<file path="src/rtl/i2c_slave_write_sequencer_if.sv">
// Bus bundle between the I2C pads / display register bank and i2c_slave_write_sequencer.
// The slave modport is the sequencer's view; master is the driver side (pads + bank).
interface i2c_slave_write_sequencer_if #(
   parameter int NUM_BYTES = 6
);
   localparam int AW = (NUM_BYTES > 1) ? $clog2(NUM_BYTES) : 1;

   logic          SCL;
   logic          SDA;
   logic          enable;
   logic          SDA_down;
   logic          wr_en;
   logic [AW-1:0] wr_addr;
   logic [7:0]    wr_data;
   logic          frame_done;
   logic          busy;

   modport slave (
      input  SCL, SDA, enable,
      output SDA_down, wr_en, wr_addr, wr_data, frame_done, busy
   );

   modport master (
      output SCL, SDA, enable,
      input  SDA_down, wr_en, wr_addr, wr_data, frame_done, busy
   );
endinterface

</file>
<file path="src/rtl/i2c_slave_write_sequencer.sv">
// I2C slave receive-path controller: ACKs writes to SLAVE_ADDR and streams up to NUM_BYTES
// data bytes into a byte-wide register-file write port. Optional macro: GENERAL_CALL_EN.
module i2c_slave_write_sequencer #(
   parameter logic [6:0] SLAVE_ADDR  = 7'h42,
   parameter int         NUM_BYTES   = 6,
   parameter int         SYNC_STAGES = 2
) (
   input logic FPGA_clk,
   input logic rst,
   i2c_slave_write_sequencer_if.slave bus
);
   localparam int AW = (NUM_BYTES > 1) ? $clog2(NUM_BYTES) : 1;
   localparam int CW = $clog2(NUM_BYTES + 1);
   localparam logic [CW-1:0] BYTE_LIMIT = CW'(NUM_BYTES);

   typedef enum logic [2:0] {
      ST_IDLE,
      ST_ADDR,
      ST_ADDR_ACK,
      ST_DATA,
      ST_DATA_ACK,
      ST_IGNORE
   } state_t;

   state_t                 state_q, state_d;
   logic [SYNC_STAGES-1:0] scl_sync_q, scl_sync_d;
   logic [SYNC_STAGES-1:0] sda_sync_q, sda_sync_d;
   logic                   scl_prev_q, scl_prev_d;
   logic                   sda_prev_q, sda_prev_d;
   logic [7:0]             shift_q, shift_d;
   logic [2:0]             bit_cnt_q, bit_cnt_d;
   logic                   byte_full_q, byte_full_d;
   logic                   match_q, match_d;
   logic [CW-1:0]          byte_cnt_q, byte_cnt_d;
   logic                   sda_down_q, sda_down_d;
   logic                   wr_en_q, wr_en_d;
   logic [AW-1:0]          wr_addr_q, wr_addr_d;
   logic [7:0]             wr_data_q, wr_data_d;
   logic                   frame_done_q, frame_done_d;
   logic                   busy_q, busy_d;

   logic       scl_s, sda_s;
   logic       scl_rise, scl_fall;
   logic       start_det, stop_det;
   logic [7:0] addr_byte;
   logic       addr_hit;

   assign scl_s     = scl_sync_q[SYNC_STAGES-1];
   assign sda_s     = sda_sync_q[SYNC_STAGES-1];
   assign scl_rise  = scl_s & ~scl_prev_q;
   assign scl_fall  = ~scl_s & scl_prev_q;
   assign start_det = scl_s & sda_prev_q & ~sda_s;
   assign stop_det  = scl_s & ~sda_prev_q & sda_s;

   // Address byte as it stands once the 8th bit is shifted in; bit 0 is R/W (0 = write).
   assign addr_byte = {shift_q[6:0], sda_s};
`ifdef GENERAL_CALL_EN
   assign addr_hit = ((addr_byte[7:1] == SLAVE_ADDR) && !addr_byte[0]) || (addr_byte == 8'h00);
`else
   assign addr_hit = (addr_byte[7:1] == SLAVE_ADDR) && !addr_byte[0];
`endif

   always_comb begin
      state_d      = state_q;
      scl_sync_d   = {scl_sync_q[SYNC_STAGES-2:0], bus.SCL};
      sda_sync_d   = {sda_sync_q[SYNC_STAGES-2:0], bus.SDA};
      scl_prev_d   = scl_s;
      sda_prev_d   = sda_s;
      shift_d      = shift_q;
      bit_cnt_d    = bit_cnt_q;
      byte_full_d  = byte_full_q;
      match_d      = match_q;
      byte_cnt_d   = byte_cnt_q;
      sda_down_d   = sda_down_q;
      wr_en_d      = 1'b0;
      wr_addr_d    = wr_addr_q;
      wr_data_d    = wr_data_q;
      frame_done_d = 1'b0;

      // Framing events outrank bit sampling; a half-received byte is simply dropped.
      if (!bus.enable) begin
         state_d     = ST_IDLE;
         sda_down_d  = 1'b0;
         bit_cnt_d   = 3'd0;
         byte_full_d = 1'b0;
         byte_cnt_d  = '0;
      end else if (stop_det) begin
         state_d      = ST_IDLE;
         sda_down_d   = 1'b0;
         frame_done_d = (byte_cnt_q != '0);
         bit_cnt_d    = 3'd0;
         byte_full_d  = 1'b0;
         byte_cnt_d   = '0;
      end else if (start_det) begin
         state_d     = ST_ADDR;
         sda_down_d  = 1'b0;
         bit_cnt_d   = 3'd0;
         byte_full_d = 1'b0;
      end else begin
         case (state_q)
            ST_ADDR, ST_DATA: begin
               if (scl_rise && !byte_full_q) begin
                  shift_d   = {shift_q[6:0], sda_s};
                  bit_cnt_d = bit_cnt_q + 3'd1;
                  if (bit_cnt_q == 3'd7) begin
                     byte_full_d = 1'b1;
                     if (state_q == ST_ADDR) begin
                        match_d = addr_hit;
                     end
                  end
               end else if (scl_fall && byte_full_q) begin
                  byte_full_d = 1'b0;
                  if (state_q == ST_ADDR) begin
                     state_d = match_q ? ST_ADDR_ACK : ST_IGNORE;
                  end else if (byte_cnt_q < BYTE_LIMIT) begin
                     wr_en_d    = 1'b1;
                     wr_addr_d  = AW'(byte_cnt_q);
                     wr_data_d  = shift_q;
                     byte_cnt_d = byte_cnt_q + 1'b1;
                     state_d    = ST_DATA_ACK;
                  end else begin
                     state_d = ST_IGNORE;
                  end
               end
            end
            // Hold SDA low through the whole ACK clock; let go once SCL falls again.
            ST_ADDR_ACK, ST_DATA_ACK: begin
               if (scl_fall) begin
                  sda_down_d = 1'b0;
                  state_d    = ST_DATA;
               end else begin
                  sda_down_d = 1'b1;
               end
            end
            ST_IGNORE: sda_down_d = 1'b0;
            default:   sda_down_d = 1'b0;
         endcase
      end

      busy_d = (state_d != ST_IDLE);
   end

   // Input synchronizers idle high so a reset release never looks like bus activity.
   always_ff @(posedge FPGA_clk) begin
      if (!rst) begin
         state_q      <= ST_IDLE;
         scl_sync_q   <= '1;
         sda_sync_q   <= '1;
         scl_prev_q   <= 1'b1;
         sda_prev_q   <= 1'b1;
         shift_q      <= 8'd0;
         bit_cnt_q    <= 3'd0;
         byte_full_q  <= 1'b0;
         match_q      <= 1'b0;
         byte_cnt_q   <= '0;
         sda_down_q   <= 1'b0;
         wr_en_q      <= 1'b0;
         wr_addr_q    <= '0;
         wr_data_q    <= 8'd0;
         frame_done_q <= 1'b0;
         busy_q       <= 1'b0;
      end else begin
         state_q      <= state_d;
         scl_sync_q   <= scl_sync_d;
         sda_sync_q   <= sda_sync_d;
         scl_prev_q   <= scl_prev_d;
         sda_prev_q   <= sda_prev_d;
         shift_q      <= shift_d;
         bit_cnt_q    <= bit_cnt_d;
         byte_full_q  <= byte_full_d;
         match_q      <= match_d;
         byte_cnt_q   <= byte_cnt_d;
         sda_down_q   <= sda_down_d;
         wr_en_q      <= wr_en_d;
         wr_addr_q    <= wr_addr_d;
         wr_data_q    <= wr_data_d;
         frame_done_q <= frame_done_d;
         busy_q       <= busy_d;
      end
   end

   assign bus.SDA_down   = sda_down_q;
   assign bus.wr_en      = wr_en_q;
   assign bus.wr_addr    = wr_addr_q;
   assign bus.wr_data    = wr_data_q;
   assign bus.frame_done = frame_done_q;
   assign bus.busy       = busy_q;
endmodule

</file>
<file path="src/flat_wrapper.sv">
// flat-port wrapper written by rule: the top's interface ports become plain ports
module i2c_slave_write_sequencer_flat 
#(
   parameter logic [6:0] SLAVE_ADDR  = 7'h42,
   parameter int         NUM_BYTES   = 6,
   parameter int         SYNC_STAGES = 2
)
  (FPGA_clk, rst, bus_SCL, bus_SDA, bus_enable, bus_SDA_down, bus_wr_en, bus_wr_addr, bus_wr_data, bus_frame_done, bus_busy);
  i2c_slave_write_sequencer_if #(.NUM_BYTES(NUM_BYTES)) bus_i ();
  input logic FPGA_clk;
  input logic rst;
  input wire logic [$bits(bus_i.SCL)-1:0] bus_SCL;
  input wire logic [$bits(bus_i.SDA)-1:0] bus_SDA;
  input wire logic [$bits(bus_i.enable)-1:0] bus_enable;
  output wire logic [$bits(bus_i.SDA_down)-1:0] bus_SDA_down;
  output wire logic [$bits(bus_i.wr_en)-1:0] bus_wr_en;
  output wire logic [$bits(bus_i.wr_addr)-1:0] bus_wr_addr;
  output wire logic [$bits(bus_i.wr_data)-1:0] bus_wr_data;
  output wire logic [$bits(bus_i.frame_done)-1:0] bus_frame_done;
  output wire logic [$bits(bus_i.busy)-1:0] bus_busy;
  assign bus_i.SCL = bus_SCL;
  assign bus_i.SDA = bus_SDA;
  assign bus_i.enable = bus_enable;
  assign bus_SDA_down = bus_i.SDA_down;
  assign bus_wr_en = bus_i.wr_en;
  assign bus_wr_addr = bus_i.wr_addr;
  assign bus_wr_data = bus_i.wr_data;
  assign bus_frame_done = bus_i.frame_done;
  assign bus_busy = bus_i.busy;
  i2c_slave_write_sequencer #(.SLAVE_ADDR(SLAVE_ADDR), .NUM_BYTES(NUM_BYTES), .SYNC_STAGES(SYNC_STAGES)) u_core (.FPGA_clk(FPGA_clk), .rst(rst), .bus(bus_i));
endmodule
</file>
<file path="config.mk">
export PLATFORM = sky130hd
export DESIGN_NAME = i2c_slave_write_sequencer_flat
export DESIGN_NICKNAME = d
export VERILOG_FILES = /design/src/rtl/i2c_slave_write_sequencer_if.sv /design/src/rtl/i2c_slave_write_sequencer.sv /design/src/flat_wrapper.sv
export SDC_FILE = /design/constraint.sdc
export NUM_CORES = 1
export LEC_CHECK = 0
export CORE_UTILIZATION = 50
export CTS_BUF_LIST = sky130_fd_sc_hd__clkbuf_4
export CTS_CLUSTER_SIZE = 12
export DETAILED_ROUTE_END_ITERATION = 6
export PLACE_DENSITY = 0.75
export SLEW_MARGIN = 20
export SYNTH_ARGS = -nofsm -noshare
export SYNTH_HDL_FRONTEND = slang
export SYNTH_SLANG_ARGS = --single-unit
</file>
<file path="constraint.sdc">
create_clock -name FPGA_clk -period 1.4 [get_ports FPGA_clk]
set_input_delay 0.21 -clock FPGA_clk [delete_from_list [all_inputs] [get_ports FPGA_clk]]
set_output_delay 0.21 -clock FPGA_clk [all_outputs]
set_load 0.02 [all_outputs]
</file>
==> impl_results.md, run 1 <==
* Final Max Slew Viols at 0
* P per Cell Area at 836 nW/um^2
* Full die area at 3740 um^2
* Residual DRC at 0
* IO Count at 20
* Highest clock rate at roughly 730 MHz
* Initial antenna violation count at 0
* Post-CTS setup buffer count at 0
* Worst-path maximum fanout at 8
* HP Class: in2reg
* Synth Area in Compound Gates at around 15%
* Initial Utilization at roughly 52%
* Area Growth Syn to Fin at 23.8%
* FP Rows at 21
* Cell variety after synth at 41
* Sequential share of the synthesized area at 45.7%
* Unrepaired setup endpoints after global routing: yes
* Worst-path clk slew at 0.12 ns
* Mapped Cells at between 150 and 200
* Gp weighted congestion at around 0.9
* Vias per cell at around 5.2
* Grt ovf at 0
* Layout Nets at between 200 and 250
* Xor-xnor portion of the synthesized cell area at under 10%
* CTS tree: done
* Most frequent cells in the layout: dfxtp_1, buf_4, nand3_1, dlygate4sd2_1, nor2b_1
* Relative slew slack at between 70% and 80%
* WS Path Type: reg2reg
* DR WL/cell at between 10 and 15 um
* Syn Nets at between 150 and 200
* Initial drt markers at 65
* Outcome: finished clean
* Largest family of logic cells by synthesized area: simple AND/OR/NAND/NOR gates
* Crit path DAT at 1.61 ns
* CP Launch Type: register
* CTS Buf Count at 5
* CP endpoint kind: register
* Mux cell area share after synthesis at around 6.3%
* Gr usage total at around a fifth
* Final WL at around 3300 um
* Avg Cell Area, Syn at approximately 9.5 um^2
* Synth area leader: dfxtp_1
* Fin worst setup slack at about 0.035 ns
* Die W at slightly above 60 um
* FF+latch count, synth at 40
* CP required at between 1.5 and 2 ns
* Root Driver: clkbuf_4
* H-tree levels at 2
* Synth Area in Adders at under 10%
* Final setup viols at 0
* Core area at ~3300 um^2
* Clock tree sinks at 40
* Commonest non-fill, non-tap cell in the layout: dfxtp_1
* Drt first pass iters at 4
* Pre-CTS setup slack at -0.0807 ns
* FILL cells at roughly 290
* Die height at 61.2 um
* Pleak at around 0.90 nW
* # diodes at 0
* Synth warnings at 0
* Detailed Place HPWL at 2540 um
* Core Util, Final at approximately two thirds
* Synth Cell Area at 1750 um^2
* Finished Layout Cells at 263
* Clock buffer depth at 2
* Synth top area cells: dfxtp_1, mux2i_1, a21boi_1, nor2b_1, nand3_1
* Max-Cap Viols at 0
* Clock Skews at between 0.009 and 0.01 ns
* Proportion of layout cells with a drive suffix above 1 at approximately a fifth
* VDD IR max at 0.000600 V
* Final period util at a little over nine tenths
* Clock latency at the later pin of the worst-skew pair at between 0.3 and 0.4 ns
* Post-Synth Simple-Gate Area at ~22%
* Min cycle time layout at ~1.4 ns
* Worst hold slack at 0.417 ns
* Antenna viol nets, final at 0
* Worst-margin pin slew at slightly above 0.3 ns
* Top-area cell type share of the netlist area at between 40% and 50%
* Largest net degree at the start of global routing at 24
* Port bufs at 19
* Hold Buf Count CTS at 0
* First-pass GRT wire length at 5220 um
* Fin. Hold Viols at 0
* Placed Instances at between 200 and 300
* Number of global-route vias before repair at roughly 1,200
* Via count at between 1,000 and 1,500
## sequential cells by signal (all words and copies together), names as in the netlist, 2 cells and up
name and count:
u_core.bus.wr_addr 3, u_core.shift_q 8, u_core.bit_cnt_q 3, u_core.scl_sync_q 2, u_core.bus.wr_data 8, u_core.state_q 3, u_core.byte_cnt_q 3, u_core.sda_sync_q 2
## power breakdown
part / internal, mW / leakage (nW) / total (mW) / switching [mW]
Combinational: 0.0520 / 0.551 / 0.0992 / 0.0472
Sequential: 1.14 / 0.325 / 1.15 / 0.00806
Clock: 0.189 / 0.0249 / 0.561 / 0.371
## worst max-delay path: stages, from the launching register on
cell and delay [ns]:
dfxtp_2 0.37, nor4b_4 0.29, nand4_1 0.20, buf_6 0.20, mux2i_1 0.16, nor2b_1 0.06
## metrics by stage
stage               area (um^2)  total power [mW]  setup TNS (ns)
finish                     2170              1.81               0
global route               2170              1.89          -0.134
CTS                        2140              1.83               0
detailed placement         2070              1.28           -1.04
global placement           2070              1.27          -0.445
floorplan                  1750              1.23               0
## final timing paths
path | cells after the start | end | startpoint | slack, ns
min reg2reg | 1 | u_core.scl_sync_q[1]$_SDFF_PN1_ | u_core.scl_sync_q[0]$_SDFF_PN1_ | 0.44
min | 2 | u_core.scl_sync_q[0]$_SDFF_PN1_ | bus_SCL | 0.42
max reg2reg | 5 | u_core.shift_q[6]$_SDFFE_PN0P_ | u_core.state_q[2]$_SDFF_PN0_ | 0.03
max | 5 | u_core.shift_q[6]$_SDFFE_PN0P_ | u_core.state_q[2]$_SDFF_PN0_ | 0.03
## cells by family after synthesis
group	count (synthesis)
AOI/OAI and AO/OA	37
xor gates and xnor gates	5
adders and majority gates	4
buffers and inverters	17
DFF	40
muxes	11
and+or+nand+nor	70
## timing repair
action / 4_1_cts / 5_1_grt
endpoints found under the setup margin: 32 / 26
resized for setup: 23 / 14
pin swaps: 2 / 1
## per-layer routing
| layer | vias to the layer above | track usage (%) | routed length (um) |
|---|---|---|---|
| met3 | 8 | 4.41 | 124 |
| met2 | 35 | 30.3 | 1610 |
| li1 | 704 | - | - |
| met4 | 0 | 10.4 | 70 |
| met5 | - | 0 | 0 |
| met1 | 629 | 24.8 | 1530 |
## cells in the mapped netlist
cell and count:
xor2_1 1, a21o_1 1, o32ai_1 1, inv_1 3
nor4b_2 1, nor2b_1 13, nand2_1 10, and2_1 3
o2111ai_1 1, o21bai_2 1, or3_1 1, mux2i_1 11
ha_1 4, inv_2 1, buf_4 3, nand3_1 15
o21ai_1 1, xnor2_1 4, a31oi_1 2, and3b_1 1
buf_2 6, a21boi_2 1, clkbuf_1 3, nor4b_1 1
and3_1 2, a211o_1 2, nand3b_1 1, a21bo_2 1
a21oi_1 2, nor3_1 2, a21boi_1 11, nor3_2 1
o21ai_0 11, nor4_1 1, nand2b_1 7, dfxtp_1 40
buf_8 1, a221oi_2 1, nand4_1 2, a2bb2oi_1 1
nor2_1 9
## final cells by class
| class | count | area, um^2 | share of cell area [%] |
|---|---|---|---|
| clock buffers | 5 | 37.5 | 1.73 |
| inverters | 4 | 15.0 | 0.693 |
| flip-flops and latches | 40 | 811 | 37.4 |
| clock inverters | 3 | 18.8 | 0.866 |
| repair buffers | 38 | 330 | 15.2 |
| multi-input cells | 127 | 897 | 41.4 |
| well taps | 46 | 57.6 | 2.66 |
Power figures use the tool's default switching activity.
==> run 2: changes to the inputs <==
- ABC_AREA: not set -> 0
==> results of run 2 <==
Same layout as run 1: the final DEF is identical, and so are final timing and power.
==> run 3: changes to the inputs <==
- GPL_ROUTABILITY_DRIVEN: not set -> 0
- SKIP_LAST_GASP: not set -> 1
==> run 3 against run 2 <==
Compared with the run above:
- critical path depth is 1 lower
- flip-flop and latch count unchanged
- critical path type unchanged
- count of clock-buffer cells in the layout unchanged
- clock skew up 0.0027 ns
- via count increased by 5.1%
- clock power decreased by 2%
- register-to-register slack worse by 0.03 ns
- global-route usage is 3.0 points higher
- total power down 0.52%
- worst setup slack worse by 0.034 ns
- final cell count fell by 0.38%
==> impl_results.md, run 3 (synthesized netlist as in run 1, its figures left out) <==
* Vias per cell at 5.52 (was 5.23)
* FP Rows at 21 (unchanged)
* Final setup viols at 0 (unchanged)
* Relative slew slack at 77.9% (was 79.3%)
* Layout Nets at 225 (unchanged)
* RR Endpoint: u_core.bus.busy$_SDFF_PN0_ (was u_core.shift_q[6]$_SDFFE_PN0P_)
* Setup_tns at 0 ns (unchanged)
* Antenna viol nets, final at 0 (unchanged)
* P per Cell Area at 835 nW/um^2 (was 836 nW/um^2)
* Root Driver: clkbuf_4 (unchanged)
* Clock tree sinks at 40 (unchanged)
* CTS tree: done (unchanged)
* Min cycle time layout at 1.40 ns (was 1.37 ns)
* Core Util, Final at 64.7% (was 64.9%)
* R2r worst-path depth at 4 (was 5)
* Drt first pass iters at 4 (unchanged)
* Unrepaired setup endpoints after global routing: yes (unchanged)
* Reg-to-reg critical path startpoint: u_core.state_q[1]$_SDFF_PN0_ (was u_core.state_q[2]$_SDFF_PN0_)
* CP endpoint kind: register (unchanged)
* Worst-margin pin slew at 0.328 ns (was 0.310 ns)
* Commonest non-fill, non-tap cell in the layout: dfxtp_1 (unchanged)
* Outcome: finished clean (unchanged)
* Full die area at 3740 um^2 (unchanged)
* CP cell instances: a21boi_2 -> o2111ai_1 -> a21o_1 -> a211o_1 (was nor4b_4 -> nand4_1 -> buf_6 -> mux2i_1 -> nor2b_1)
* Area Growth Syn to Fin at 23.3% (was 23.8%)
* Clock buffer depth at 2 (unchanged)
* Design area at 2160 um^2 (was 2170 um^2)
* Most frequent cells in the layout: dfxtp_1, buf_4, nand3_1, dlygate4sd2_1, nor2b_1 (unchanged)
* Final WL at 3670 um (was 3340 um)
* Detailed Place HPWL at 2480 um (was 2540 um)
* CP Launch Type: register (unchanged)
* Final period util at 99.9% (was 97.5%)
* Largest net degree at the start of global routing at 24 (unchanged)
* Core area at 3340 um^2 (unchanged)
* Initial antenna violation count at 0 (unchanged)
* Initial drt markers at 112 (was 65)
* Total power at 1.80 mW (was 1.81 mW)
* WS Path Type: reg2reg (unchanged)
* Fin. Hold Viols at 0 (unchanged)
* Gr usage total at 22.3% (was 19.3%)
* CTS Buf Count at 5 (unchanged)
* DR WL/cell at 14.0 um (was 12.7 um)
* Dpl cell area at 2040 um^2 (was 2070 um^2)
* Sink of the worst hold path: u_core.sda_sync_q[0]$_SDFF_PN1_ (was u_core.scl_sync_q[0]$_SDFF_PN1_)
* Crit path DAT at 1.64 ns (was 1.61 ns)
* Max incr delay on CP at 0.40 ns (was 0.37 ns)
* Worst hold start: bus_SDA (was bus_SCL)
* # diodes at 0 (unchanged)
* Die W at 61.2 um (unchanged)
* Hold Buf Count CTS at 0 (unchanged)
* Number of global-route vias before repair at 1,296 (was 1,205)
* Die height at 61.2 um (unchanged)
* FF-to-FF setup slack at 0.001 ns (was 0.03 ns)
* Final Max Slew Viols at 0 (unchanged)
* Max-Cap Viols at 0 (unchanged)
* Grt ovf at 0 (unchanged)
* Slowest CP cell: dfxtp_1 (was dfxtp_2)
* Via count at 1,446 (was 1,376)
* HP Class: in2reg (unchanged)
* IO Count at 20 (unchanged)
* First-pass GRT wire length at 5940 um (was 5220 um)
* Worst-path clk slew at 0.11 ns (was 0.12 ns)
* Hold depth at 2 (unchanged)
* Initial Utilization at 52.5% (unchanged)
* Port bufs at 19 (unchanged)
* CP required at 1.64 ns (was 1.65 ns)
* Highest clock rate at 715 MHz (was 733 MHz)
* Pleak at 0.904 nW (was 0.900 nW)
* VDD IR max at 0.000643 V (was 0.000600 V)
* Residual DRC at 0 (unchanged)
* Proportion of layout cells with a drive suffix above 1 at 21.3% (was 20.7%)
* Clock latency at the later pin of the worst-skew pair at 0.35 ns (about the same)
* Clock Skews at 0.0123 ns (was 0.00963 ns)
* Worst-path maximum fanout at 4 (was 8)
* H-tree levels at 2 (unchanged)
## run 3: layout make-up
class,count,area [um^2]
Clock buffer,5,37.5
Clock inverter,2,12.5
Fill cell,285,1180
Inverter,4,15.0
Multi-Input combinational cell,127,900
Sequential cell,40,810
Tap cell,46,57.6
Timing Repair Buffer,38,327
## run 3: how the worst max path moves through the flow
stage | from | end | slack (ns)
final | u_core.state_q[1]$_SDFF_PN0_ | u_core.bus.busy$_SDFF_PN0_ | 0.001
after CTS | u_core.byte_full_q$_SDFFE_PP0P_ | u_core.bus.wr_data[0]$_SDFFE_PN0P_ | -0.005
after global placement | bus_enable | u_core.bus.busy$_SDFF_PN0_ | -0.09
after floorplan | u_core.state_q[0]$_SDFF_PN0_ | u_core.byte_cnt_q[0]$_SDFFE_PP0P_ | 0.03
after global routing | u_core.byte_full_q$_SDFFE_PP0P_ | u_core.match_q$_SDFFE_PN0P_ | -0.11
after detailed placement | u_core.byte_full_q$_SDFFE_PP0P_ | u_core.shift_q[1]$_SDFFE_PN0P_ | -0.10
## run 3: where the power goes
group / total (mW) / internal (mW) / switching (mW)
sequential: 1.15 / 1.14 / 0.00937
clock: 0.549 / 0.183 / 0.365
combinational: 0.100 / 0.0510 / 0.0493
total: 1.80 / 1.38 / 0.424
## run 3: layer usage
layer	vias up	share of wire [%]	global-route usage (%)
met5	-	0	0
met3	8	3.9	6.30
met1	702	44	27.5
met4	0	2.0	9.74
li1	702	-	-
met2	34	50	36.3
## run 3: worst max-delay path, delay by kind of cell, from the launching register on
kind	cells	cell delay [ns]
compound gates	4	0.91
flops	1	0.40
## run 3: repair_timing
action,4_1_cts,5_1_grt
setup endpoints to repair,27,26
resized for setup,22,8
buffers inserted,2,2
hold endpoints to repair,0,0
pin swaps,2,2
## run 3: per-stage QoR
| stage | worst slack (ns) | hold WS, ns | cells |
|---|---|---|---|
| finish | 0.00143 | 0.420 | 262 |
| global route | -0.107 | 0.412 | 262 |
| CTS | -0.00538 | 0.417 | 260 |
| detailed placement | -0.101 | 0.401 | 251 |
| global placement | -0.0851 | 0.392 | 251 |
| floorplan | 0.0316 | 0.311 | 184 |
